### src/rtl/psg_write_arbiter.sv
// rtl/psg_write_arbiter.sv - round-robin two-requester command sequencer for the PSG write bus
module psg_cmd_fifo #(
    parameter int DEPTH = 4,
    parameter int W     = 17
) (
    input  logic                   CLK,
    input  logic                   nRST,
    input  logic                   push,
    input  logic [W-1:0]           din,
    input  logic                   pop,
    output logic [W-1:0]           dout,
    output logic [$clog2(DEPTH):0] count,
    output logic                   ready,
    output logic                   nonempty
);
    localparam int AW = $clog2(DEPTH);
    localparam logic [AW:0] FULL_COUNT = (AW+1)'(DEPTH);

    logic [W-1:0]  mem [DEPTH];
    logic [AW-1:0] wr_ptr;
    logic [AW-1:0] rd_ptr;
    logic          push_en;
    logic          pop_en;

    assign ready    = (count < FULL_COUNT);
    assign nonempty = (count != '0);
    assign push_en  = push && ready;
    assign pop_en   = pop && nonempty;
    assign dout     = mem[rd_ptr];

    always_ff @(posedge CLK) begin
        if (push_en) begin
            mem[wr_ptr] <= din;
        end
    end

    always_ff @(posedge CLK or negedge nRST) begin
        if (!nRST) begin
            wr_ptr <= '0;
            rd_ptr <= '0;
            count  <= '0;
        end else begin
            if (push_en) begin
                wr_ptr <= wr_ptr + 1'b1;
            end
            if (pop_en) begin
                rd_ptr <= rd_ptr + 1'b1;
            end
            case ({push_en, pop_en})
                2'b10:   count <= count + 1'b1;
                2'b01:   count <= count - 1'b1;
                default: count <= count;
            endcase
        end
    end
endmodule

module psg_write_arbiter #(
    parameter int DEPTH      = 4,
    parameter int GAP_CYCLES = 1
) (
    input  logic                   CLK,
    input  logic                   nRST,
    input  logic                   a_valid,
    output logic                   a_ready,
    input  logic                   a_two,
    input  logic [7:0]             a_d0,
    input  logic [7:0]             a_d1,
    output logic [$clog2(DEPTH):0] a_count,
    input  logic                   b_valid,
    output logic                   b_ready,
    input  logic                   b_two,
    input  logic [7:0]             b_d0,
    input  logic [7:0]             b_d1,
    output logic [$clog2(DEPTH):0] b_count,
    output logic                   psg_nWE,
    output logic                   psg_nCE,
    output logic [7:0]             psg_D,
    input  logic                   psg_READY,
    output logic                   busy
);
    localparam int GW = (GAP_CYCLES < 2) ? 1 : $clog2(GAP_CYCLES);
    localparam logic [GW-1:0] GAP_LOAD = (GAP_CYCLES > 0) ? GW'(GAP_CYCLES - 1) : '0;

    typedef enum logic [2:0] {IDLE, WR0, WAIT0, WR1, WAIT1, GAP} state_t;

    state_t        state;
    logic          last_grant_b;
    logic          cmd_two;
    logic [7:0]    cmd_d1;
    logic          wait_first;
    logic [GW-1:0] gap_cnt;

    logic [16:0]   a_head;
    logic [16:0]   b_head;
    logic [16:0]   win_head;
    logic          a_ne;
    logic          b_ne;
    logic          start;
    logic          pop_a;
    logic          pop_b;

    psg_cmd_fifo #(.DEPTH(DEPTH), .W(17)) u_fifo_a (
        .CLK      (CLK),
        .nRST     (nRST),
        .push     (a_valid),
        .din      ({a_two, a_d0, a_d1}),
        .pop      (pop_a),
        .dout     (a_head),
        .count    (a_count),
        .ready    (a_ready),
        .nonempty (a_ne)
    );

    psg_cmd_fifo #(.DEPTH(DEPTH), .W(17)) u_fifo_b (
        .CLK      (CLK),
        .nRST     (nRST),
        .push     (b_valid),
        .din      ({b_two, b_d0, b_d1}),
        .pop      (pop_b),
        .dout     (b_head),
        .count    (b_count),
        .ready    (b_ready),
        .nonempty (b_ne)
    );

    // Pops only happen from IDLE, so a command in flight can never lose its grant.
    assign start    = (state == IDLE) && psg_READY && (a_ne || b_ne);
    assign pop_a    = start && a_ne && (!b_ne || last_grant_b);
    assign pop_b    = start && !pop_a;
    assign win_head = pop_a ? a_head : b_head;
    assign busy     = (state != IDLE);

    always_ff @(posedge CLK or negedge nRST) begin
        if (!nRST) begin
            state        <= IDLE;
            last_grant_b <= 1'b1;
            cmd_two      <= 1'b0;
            cmd_d1       <= 8'h00;
            wait_first   <= 1'b0;
            gap_cnt      <= '0;
            psg_nWE      <= 1'b1;
            psg_nCE      <= 1'b1;
            psg_D        <= 8'h00;
        end else begin
            case (state)
                IDLE: begin
                    if (start) begin
                        cmd_two      <= win_head[16];
                        cmd_d1       <= win_head[7:0];
                        last_grant_b <= pop_b;
                        psg_nWE      <= 1'b0;
                        psg_nCE      <= 1'b0;
                        psg_D        <= win_head[15:8];
                        state        <= WR0;
                    end
                end
                WR0, WR1: begin
                    psg_nWE    <= 1'b1;
                    psg_nCE    <= 1'b1;
                    wait_first <= 1'b1;
                    state      <= (state == WR0) ? WAIT0 : WAIT1;
                end
                WAIT0, WAIT1: begin
                    wait_first <= 1'b0;
                    // The PSG drops READY a cycle after the strobe, so the first wait cycle never exits.
                    if (psg_READY && !wait_first) begin
                        if (state == WAIT0 && cmd_two) begin
                            psg_nWE <= 1'b0;
                            psg_nCE <= 1'b0;
                            psg_D   <= cmd_d1;
                            state   <= WR1;
                        end else if (GAP_CYCLES == 0) begin
                            state <= IDLE;
                        end else begin
                            gap_cnt <= GAP_LOAD;
                            state   <= GAP;
                        end
                    end
                end
                GAP: begin
                    if (gap_cnt == '0) begin
                        state <= IDLE;
                    end else begin
                        gap_cnt <= gap_cnt - 1'b1;
                    end
                end
                default: state <= IDLE;
            endcase
        end
    end
endmodule

### config.mk
export PLATFORM = sky130hd
export DESIGN_NAME = psg_write_arbiter
export DESIGN_NICKNAME = d
export VERILOG_FILES = /design/src/rtl/psg_write_arbiter.sv
export SDC_FILE = /design/constraint.sdc
export NUM_CORES = 1
export LEC_CHECK = 0
export CAP_MARGIN = 20
export CELL_PAD_IN_SITES_DETAIL_PLACEMENT = 0
export CELL_PAD_IN_SITES_GLOBAL_PLACEMENT = 1
export CORE_MARGIN = 2
export CORE_UTILIZATION = 50
export DETAILED_ROUTE_END_ITERATION = 12
export MAX_ROUTING_LAYER = met4
export PLACE_DENSITY = 0.83
export SKIP_CTS_REPAIR_TIMING = 1
export SYNTH_ARGS = -nofsm -noshare
export SYNTH_HDL_FRONTEND = slang
export SYNTH_SLANG_ARGS = --single-unit
### constraint.sdc
create_clock -name CLK -period 3.3 [get_ports CLK]
set_input_delay 0.495 -clock CLK [delete_from_list [all_inputs] [get_ports CLK]]
set_output_delay 0.495 -clock CLK [all_outputs]
set_load 0.02 [all_outputs]
==> results.sh, run 1 <==
export IMPL_clk_latency_ns=0.42
export IMPL_finalCritPeriodShare_pct=79.4
export IMPL_grt_max_degree=38
export IMPL_fin_ws_ns=0.681
export IMPL_place_port_buffers=57
export IMPL_n_antenna_cell=0
export IMPL_irDropWorstVdd_uv=371
export IMPL_critPathBufInv=1
export IMPL_slew_viol_final=0
export IMPL_synth_seq_area_share_pct=72.2
export IMPL_startpoint_type="flip-flop"
export IMPL_grt_pass1_vias=3589
export IMPL_muxShareOfSynthArea_pct=12.5
export IMPL_wire_per_inst_um=19.3
export IMPL_avgViaCountPerCell=5.44
export IMPL_clock_sink_count=173
export IMPL_layout_core_utilization_pct=60.8
export IMPL_hold_slack_ns=0.181
export IMPL_synth_xor_area_share_pct=1.64
export IMPL_hpwl_um=8120
export IMPL_ios=58
export IMPL_fp_dieArea_um2=14800
export IMPL_ys_warn_count=0
export IMPL_crit_type="flip-flop to flip-flop"
export IMPL_die_x_um=122
export IMPL_async_flop_share_pct=21.4
export IMPL_final_setup_tns_ns=0
export IMPL_power_mw=7.56
export IMPL_timing_final_crit_period_ns=2.62
export IMPL_ys_seq_elements=173
export IMPL_leakage_nw=2.99
export IMPL_cp_slowest_cell="or3_1"
export IMPL_ant_nets=0
export IMPL_cts_root_buf="clkbuf_16"
export IMPL_h_tree_depth=4
export IMPL_clockBufferDepth=2
export IMPL_finalHoldViolations=0
export IMPL_start_util_pct=50.6
export IMPL_crit_family="simple AND/OR/NAND/NOR gates"
export IMPL_antenna_found_initial=0
export IMPL_fmax_ghz=0.382
export IMPL_synth_edf_count=136
export IMPL_setup_viol=0
export IMPL_cts_buffers=17
export IMPL_drv_cap=0
export IMPL_rows=43
export IMPL_die_h_um=122
export IMPL_synth_nets=431
export IMPL_totalWireLength_um=12400
export IMPL_synthAdderAreaFrac_pct=2.38
export IMPL_drc=0
export IMPL_syn_avg_cell_area_um2=18.3
export IMPL_fin_nets=499
export IMPL_synth_distinct_cells=40
export IMPL_synth_top_area_cell="edfxtp_1"
export IMPL_fill_cells=999
export IMPL_drive_gt1_share_pct=18.4
export IMPL_max_stage_delay_ns=0.45
export IMPL_synth_area_leaders="edfxtp_1 (59%), dfrtp_1 (13%), mux4_2 (11%)"
export IMPL_cp_end_kind="flip-flop"
export IMPL_tritoncts="built"
export IMPL_hold_class="input port to asynchronous set/reset pin"
export IMPL_grt_use_total_pct=19.0
export IMPL_cp_arrival_ns=2.96
export IMPL_power_density_nw_per_um2=906
export IMPL_place_congestion=0.793
export IMPL_vias=3484
export IMPL_gr_total_overflow=0
export IMPL_syn_inst=380
export IMPL_grt_pass1_wl_um=19700
export IMPL_worst_endpoint_required_ns=3.64
export IMPL_synth_compound_area_share_pct=4.20
export IMPL_slew_headroom_pct=40.7
export IMPL_synth_ff_type="edfxtp_1"
export IMPL_place_ws_ns=0.575
export IMPL_tightest_slew_ns=0.890
export IMPL_outcome="completed"
export IMPL_synth_top_family_by_area="multiplexers"
export IMPL_clkSlewWorstSetupHoldPaths_ns=0.06
export IMPL_grt_setup_unrepaired="no"
export IMPL_cp_cell_sequence="or3_1, a21oi_2, and2_1, ha_1, inv_1, fa_1, xor2_1, nor2_1, xnor2_1"
export IMPL_area_growth_pct=20.2
export IMPL_path_max_fanout=10
export IMPL_netlist_area_um2=6940
export IMPL_synth_top_area_share_pct=58.8
export IMPL_drtPass1Iterations=4
export IMPL_core_um2=13700
export IMPL_finClkSkew_ns=0.00804
export IMPL_initialDrtViolationCount=245
export IMPL_synth_simple_area_share_pct=4.20
[sequential cells by signal, summed over array words and instances, names as in the netlist, 2 cells and up]
signal / flops
u_fifo_b.rd_ptr: 2
state: 3
u_fifo_b.wr_ptr: 2
u_fifo_a.rd_ptr: 2
u_fifo_b.mem: 68
u_fifo_a.wr_ptr: 2
u_fifo_a.count: 3
psg_D: 8
cmd_d1: 8
u_fifo_b.count: 3
u_fifo_a.mem: 68
[where the power goes]
| group | total [mW] | internal, mW | switching, mW |
|---|---|---|---|
| Sequential | 3.28 | 2.85 | 0.428 |
| Clock | 2.09 | 1.32 | 0.766 |
| Combinational | 2.19 | 1.12 | 1.08 |
| Total | 7.56 | 5.29 | 2.27 |
[Yosys cell counts (all sizes together) (8+ instances only)]
cell type    n
a21oi       11
a22oi        8
and2         9
buf         13
dfrtp       35
edfxtp     136
ha          10
inv         25
mux2i       10
mux4        34
nand2       13
nor2        11
o221ai       8
xnor2       10
[worst reg2reg max path, stage by stage (launching register included)]
cell and delay (ns):
dfrtp_1 0.42, or3_1 0.45, a21oi_2 0.40, and2_1 0.27, ha_1 0.20, inv_1 0.06
fa_1 0.37, xor2_1 0.15, nor2_1 0.11, xnor2_1 0.12
[area by class of cell]
| type | count | area [µm²] | share of cell area [%] |
|---|---|---|---|
| Clock buffer | 21 | 470 | 5.64 |
| Multi-Input combinational cell | 163 | 1730 | 20.7 |
| Sequential cell | 173 | 5010 | 60.1 |
| Inverter | 25 | 93.8 | 1.12 |
| Timing Repair Buffer | 68 | 648 | 7.77 |
| Tap cell | 180 | 225 | 2.70 |
| Clock inverter | 11 | 165 | 1.98 |
[layout by cell type, fill, tap and decap left out, drive strengths merged, types with 9 or more instances in the layout]
cell	n
nor2	11
buf	12
clkbuf	21
nand2	13
a21oi	11
ha	10
xnor2	10
and2	9
inv	25
mux4	34
clkdlybuf4s50	56
edfxtp	136
mux2i	10
dfrtp	35
[cells by family after synthesis]
logic type / count (synthesis)
flip-flops: 173
AND/OR/NAND/NOR: 53
buffers and inverters: 44
multiplexers: 44
AO/OA/AOI/OAI: 41
XOR/XNOR: 13
adder cells (fa/ha/maj): 12
[worst paths after layout]
kind                                    from           endpoint  slack (ns)  cells after the start
setup / recovery           u_fifo_a.count[1]  u_fifo_b.count[2]        0.68                      9
hold / removal                          nRST  u_fifo_a.count[2]        0.18                      1
setup reg to reg           u_fifo_a.count[1]  u_fifo_b.count[2]        0.68                      9
hold reg to reg                    cmd_d1[0]           psg_D[0]        0.50                      2
max in group asynchronous               nRST          cmd_d1[4]        2.60                      1
min in group CLK                   cmd_d1[0]           psg_D[0]        0.50                      2
[per-layer routing]
metal	part of all wire (%)	routed length [µm]	global-route usage [%]	vias up
li1	-	-	-	1596
met1	43	5320	25.5	1791
met2	52	6360	29.6	87
met3	4.5	561	3.75	10
met4	0.88	109	6.32	0
met5	0	0	-	-
[per-stage QoR]
step	instances	cell area, µm²
4_1_cts	641	8340
3_5_place_dp	609	7710
3_3_place_gp	609	7710
5_1_grt	641	8340
2_1_floorplan	380	6940
6_report	641	8340
No activity file was read; power rests on OpenSTA's default activity.
==> run 2, diff against run 1 <==
--- a/config.mk
+++ b/config.mk
@@ -9,10 +9,10 @@
 export CELL_PAD_IN_SITES_DETAIL_PLACEMENT = 0
 export CELL_PAD_IN_SITES_GLOBAL_PLACEMENT = 1
 export CORE_MARGIN = 2
-export CORE_UTILIZATION = 50
+export CORE_UTILIZATION = 45
 export DETAILED_ROUTE_END_ITERATION = 12
 export MAX_ROUTING_LAYER = met4
-export PLACE_DENSITY = 0.83
+export PLACE_DENSITY = 0.79
 export SKIP_CTS_REPAIR_TIMING = 1
 export SYNTH_ARGS = -nofsm -noshare
 export SYNTH_HDL_FRONTEND = slang
==> constraint.sdc (replaced) <==
create_clock -name CLK -period 2.1 [get_ports CLK]
set_input_delay 0.315 -clock CLK [delete_from_list [all_inputs] [get_ports CLK]]
set_output_delay 0.315 -clock CLK [all_outputs]
set_load 0.02 [all_outputs]
==> results.sh, run 2 (synthesized netlist as in run 1, its figures left out) <==
export IMPL_wl_met1_um=5500
export IMPL_core_um2=15100
export IMPL_n_antenna_cell=0
export IMPL_layout_common_cells="edfxtp_1 (136), clkdlybuf4s50_1 (55), mux4_2 (34), dfrtp_1 (31), buf_4 (27)"
export IMPL_crit_family="simple AND/OR/NAND/NOR gates"
export IMPL_place_congestion=0.801
export IMPL_tightest_slew_ns=0.482
export IMPL_leakage_nw=3.10
export IMPL_drc=0
export IMPL_drive_gt1_share_pct=24.6
export IMPL_fmax_ghz=0.484
export IMPL_startpoint_type="flip-flop"
export IMPL_placed_area_um2=8080
export IMPL_finalHoldViolations=0
export IMPL_grt_pass1_wl_um=20100
export IMPL_avgViaCountPerCell=5.25
export IMPL_start_util_pct=45.8
export IMPL_rows=45
export IMPL_antenna_found_initial=0
export IMPL_clk_latency_ns=0.42
export IMPL_tritoncts="built"
export IMPL_drtPass1Iterations=4
export IMPL_max_stage_delay_ns=0.42
export IMPL_timing_final_crit_period_ns=2.06
export IMPL_design_area_um2=8620
export IMPL_drv_cap=0
export IMPL_setup_viol=0
export IMPL_power_mw=11.9
export IMPL_clkSlewWorstSetupHoldPaths_ns=0.06
export IMPL_largestRegisters="u_fifo_a.mem: 68 flops, u_fifo_b.mem: 68 flops"
export IMPL_hold_class="input port to asynchronous set/reset pin"
export IMPL_die_h_um=128
export IMPL_cts_root_buf="clkbuf_16"
export IMPL_fin_nets=525
export IMPL_clock_sink_count=173
export IMPL_grt_max_degree=38
export IMPL_finClkSkew_ns=0.00635
export IMPL_cp_end_kind="flip-flop"
export IMPL_wire_per_inst_um=18.3
export IMPL_top_layer_used="met4"
export IMPL_power_density_nw_per_um2=1380
export IMPL_r2r_slack_ns=0.04
export IMPL_final_common_cell="edfxtp_1"
export IMPL_outcome="completed"
export IMPL_initialDrtViolationCount=256
export IMPL_fp_dieArea_um2=16400
export IMPL_irDropWorstVdd_uv=703
export IMPL_cts_buffers=17
export IMPL_path_max_fanout=3
export IMPL_grt_setup_unrepaired="yes"
export IMPL_area_growth_pct=24.1
export IMPL_totalWireLength_um=12400
export IMPL_layout_core_utilization_pct=56.9
export IMPL_worst_endpoint_required_ns=2.45
export IMPL_clockBufferDepth=2
export IMPL_ant_nets=0
export IMPL_hpwl_um=8300
export IMPL_cp_cell_sequence="or3_4, a21oi_4, and2_4, ha_4, inv_2, fa_2, xor2_1, nor2_1, xnor2_1"
export IMPL_gr_total_overflow=0
export IMPL_finalCritPeriodShare_pct=98.3
export IMPL_cp_arrival_ns=2.41
export IMPL_slew_viol_final=0
export IMPL_h_tree_depth=4
export IMPL_crit_type="flip-flop to flip-flop"
export IMPL_die_x_um=128
export IMPL_dr_wl_met3_um=526
export IMPL_grt_pass1_vias=3729
export IMPL_ios=58
export IMPL_critPathBufInv=1
export IMPL_vias=3543
export IMPL_dr_wl_met2_um=6240
export IMPL_place_port_buffers=57
export IMPL_slew_headroom_pct=67.9
export IMPL_grt_use_total_pct=17.2
export IMPL_cp_slowest_cell="or3_4"
run 2: cell count changes in the layout (fill, tap and decap cells not counted), sizes merged:
cell           change
inv                +4
clkinv             +2
dlymetal6s2s       +1
buf               +25
clkdlybuf4s50      -1
dlygate4sd3        +1
clkinvlp           +1
clkbuf             -3
bufinv             -4
run 2: cell type report:
type                            instances  area (µm²)
Clock buffer                           18         429
Clock inverter                         14        92.6
Fill cell                            1150        6530
Inverter                               25        93.8
Multi-Input combinational cell        163        1790
Sequential cell                       173        5020
Tap cell                              188         235
Timing Repair Buffer                   94         961
run 2: path summary, 6_finish.rpt:
check,depth (start not counted),startpoint,endpoint
worst max register to register,9,u_fifo_a.count[1],u_fifo_b.count[2]
worst max-delay path,9,u_fifo_a.count[1],u_fifo_b.count[2]
worst min register to register,2,cmd_d1[6],psg_D[6]
max in group asynchronous,3,nRST,last_grant_b
min in group CLK,2,cmd_d1[6],psg_D[6]
worst min-delay path,3,nRST,u_fifo_a.wr_ptr[1]
run 2: worst min-delay path, cell delays in order:
cell and delay [ns]:
dlygate4sd3_1 0.51, buf_2 0.09, buf_4 0.39
run 2: where the power goes:
part / internal, mW / switching, mW / total (mW)
combinational: 2.14 / 2.09 / 4.23
clock: 1.51 / 1.26 / 2.77
sequential: 4.49 / 0.373 / 4.86
total: 8.14 / 3.73 / 11.9
run 2: stage by stage:
step,setup TNS (ns),hold slack [ns],setup WS [ns],instances
after global routing,-0.0457,0.510,-0.0457,675
after global placement,-0.376,0.394,-0.166,641
after detailed placement,-0.633,0.396,-0.171,641
after floorplan,-0.256,0.0194,-0.137,380
after CTS,-0.155,-0.0552,-0.155,673
final,0,0.462,0.0357,675
run 2: routing by layer:
| layer | up-vias | GRT usage [%] |
|---|---|---|
| met5 | - | - |
| met4 | 0 | 4.91 |
| met3 | 11 | 4.13 |
| met2 | 74 | 26.9 |
| met1 | 1806 | 22.8 |
| li1 | 1652 | - |
==> run 3, diff against run 2 <==
--- a/config.mk
+++ b/config.mk
@@ -13,7 +13,6 @@
 export DETAILED_ROUTE_END_ITERATION = 12
 export MAX_ROUTING_LAYER = met4
 export PLACE_DENSITY = 0.79
-export SKIP_CTS_REPAIR_TIMING = 1
 export SYNTH_ARGS = -nofsm -noshare
 export SYNTH_HDL_FRONTEND = slang
 export SYNTH_SLANG_ARGS = --single-unit
==> results.sh, run 3 (synthesized netlist as in run 1, its figures left out) <==
export IMPL_finClkSkew_ns=0.00805
export IMPL_area_growth_pct=24.1
export IMPL_fmax_ghz=0.485
export IMPL_slew_headroom_pct=67.9
export IMPL_start_util_pct=45.8
export IMPL_clock_sink_count=173
export IMPL_hold_class="input port to asynchronous set/reset pin"
export IMPL_rows=45
export IMPL_fin_nets=525
export IMPL_place_congestion=0.801
export IMPL_p_sw_mw=3.73
export IMPL_final_common_cell="edfxtp_1"
export IMPL_clkSlewWorstSetupHoldPaths_ns=0.07
export IMPL_crit_type="flip-flop to flip-flop"
export IMPL_grt_use_total_pct=17.2
export IMPL_power_mw=11.9
export IMPL_grt_setup_unrepaired="yes"
export IMPL_vias=3529
export IMPL_setup_viol=0
export IMPL_r2r_start="u_fifo_a.count[1]"
export IMPL_finalHoldViolations=0
export IMPL_tightest_slew_ns=0.482
export IMPL_die_h_um=128
export IMPL_outcome="completed"
export IMPL_grt_pass1_wl_um=20100
export IMPL_totalWireLength_um=12400
export IMPL_antenna_found_initial=0
export IMPL_r2r_cells=9
export IMPL_grt_pass1_vias=3729
export IMPL_cts_buffers=17
export IMPL_grt_max_degree=38
export IMPL_irDropWorstVdd_uv=703
export IMPL_worst_r2r_endpoint="u_fifo_b.count[2]"
export IMPL_pwr_share_clk_pct=23.4
export IMPL_tritoncts="built"
export IMPL_r2r_slack_ns=0.04
export IMPL_timing_final_crit_period_ns=2.06
export IMPL_finalCritPeriodShare_pct=98.1
export IMPL_drv_cap=0
export IMPL_h_tree_depth=4
export IMPL_largestRegisters="u_fifo_a.mem: 68 flops, u_fifo_b.mem: 68 flops"
export IMPL_clk_latency_ns=0.42
export IMPL_die_x_um=128
export IMPL_initialDrtViolationCount=264
export IMPL_p_seq_share_pct=41.0
export IMPL_worst_endpoint_required_ns=2.45
export IMPL_p_sw_share_pct=31.4
export IMPL_n_antenna_cell=0
export IMPL_p_comb_share_pct=35.6
export IMPL_cp_arrival_ns=2.41
export IMPL_leakage_nw=3.09
export IMPL_drtPass1Iterations=4
export IMPL_avgViaCountPerCell=5.23
export IMPL_power_density_nw_per_um2=1380
export IMPL_layout_core_utilization_pct=56.9
export IMPL_ios=58
export IMPL_path_max_fanout=3
export IMPL_p_int_mw=8.13
export IMPL_slew_viol_final=0
export IMPL_cp_end_kind="flip-flop"
export IMPL_drc=0
export IMPL_ant_nets=0
export IMPL_fill_cells=1150
export IMPL_clockBufferDepth=2
export IMPL_core_um2=15100
export IMPL_wire_per_inst_um=18.3
export IMPL_gr_total_overflow=0
export IMPL_drive_gt1_share_pct=24.6
export IMPL_fp_dieArea_um2=16400
export IMPL_layout_common_cells="edfxtp_1 (136), clkdlybuf4s50_1 (55), mux4_2 (34), dfrtp_1 (31), buf_4 (27)"
export IMPL_hpwl_um=8300
export IMPL_place_port_buffers=57
export IMPL_startpoint_type="flip-flop"
export IMPL_cts_root_buf="clkbuf_16"
run 3: cell types whose count changed in the layout (fill, tap and decap cells not counted):
cell and delta:
dlygate4sd2_1 +1, dlymetal6s2s_1 -1
run 3: repair_timing:
item	CTS	global route
hold buffers	1	0
pin swaps	0	3
hold endpoints to repair	35	0
gates resized for setup	1	0
setup endpoints to repair	1	1
buffers inserted	0	1
run 3: power groups by stage:
| stage | Clock, mW | Sequential (mW) | Combinational [mW] |
|---|---|---|---|
| after floorplan | 0 | 5.00 | 2.65 |
| after global placement | 0 | 4.89 | 4.22 |
| after detailed placement | 0 | 4.93 | 4.31 |
| after CTS | 2.84 | 4.86 | 4.32 |
| after global routing | 2.97 | 4.93 | 4.63 |
| final | 2.78 | 4.86 | 4.23 |
run 3: layer usage:
metal  vias to the layer above  track usage, %  part of all wire (%)
li1                       1649               -                     -
met1                      1801            22.8                    44
met2                        69            26.9                    51
met3                        10            4.13                   4.2
met4                         0            4.91                  0.65
met5                         -               -                     0
run 3: worst max-delay path, stage by stage, from the launching register on:
cell     delay [ns]
dfrtp_2        0.40
or3_4          0.42
a21oi_4        0.14
and2_4         0.17
ha_4           0.13
inv_2          0.03
fa_2           0.32
xor2_1         0.15
nor2_1         0.11
xnor2_1        0.12
run 3: final cells by class:
cell class | count | area (µm²) | share of cell area, %
repair buffers | 94 | 957 | 11.1
inverters | 25 | 93.8 | 1.09
flip-flops and latches | 173 | 5020 | 58.3
multi-input cells | 163 | 1790 | 20.8
clock inverters | 14 | 92.6 | 1.07
clock buffers | 18 | 429 | 4.98
well taps | 188 | 235 | 2.73
run 3: worst max path at each step:
stage	slack, ns	start	endpoint	depth (start not counted)
3_5_place_dp	-0.17	psg_READY	u_fifo_b.count[2]	10
2_1_floorplan	-0.14	u_fifo_a.count[0]	u_fifo_b.count[2]	9
6_report	0.04	u_fifo_a.count[1]	u_fifo_b.count[2]	9
3_3_place_gp	-0.17	psg_READY	u_fifo_b.count[2]	10
4_1_cts	0.002	u_fifo_a.count[0]	u_fifo_b.count[2]	9
5_1_grt	-0.05	u_fifo_a.count[1]	u_fifo_b.count[2]	9
run 3: per-stage QoR:
step / setup TNS [ns] / std cells / setup WS (ns) / cell area (µm²) / hold slack, ns
6_report: 0 / 675 / 0.0401 / 8610 / 0.462
3_5_place_dp: -0.633 / 641 / -0.171 / 8080 / 0.396
4_1_cts: 0 / 674 / 0.00245 / 8610 / 0.477
5_1_grt: -0.0457 / 675 / -0.0457 / 8610 / 0.510
3_3_place_gp: -0.376 / 641 / -0.166 / 8080 / 0.394
2_1_floorplan: -0.256 / 380 / -0.137 / 7010 / 0.0194
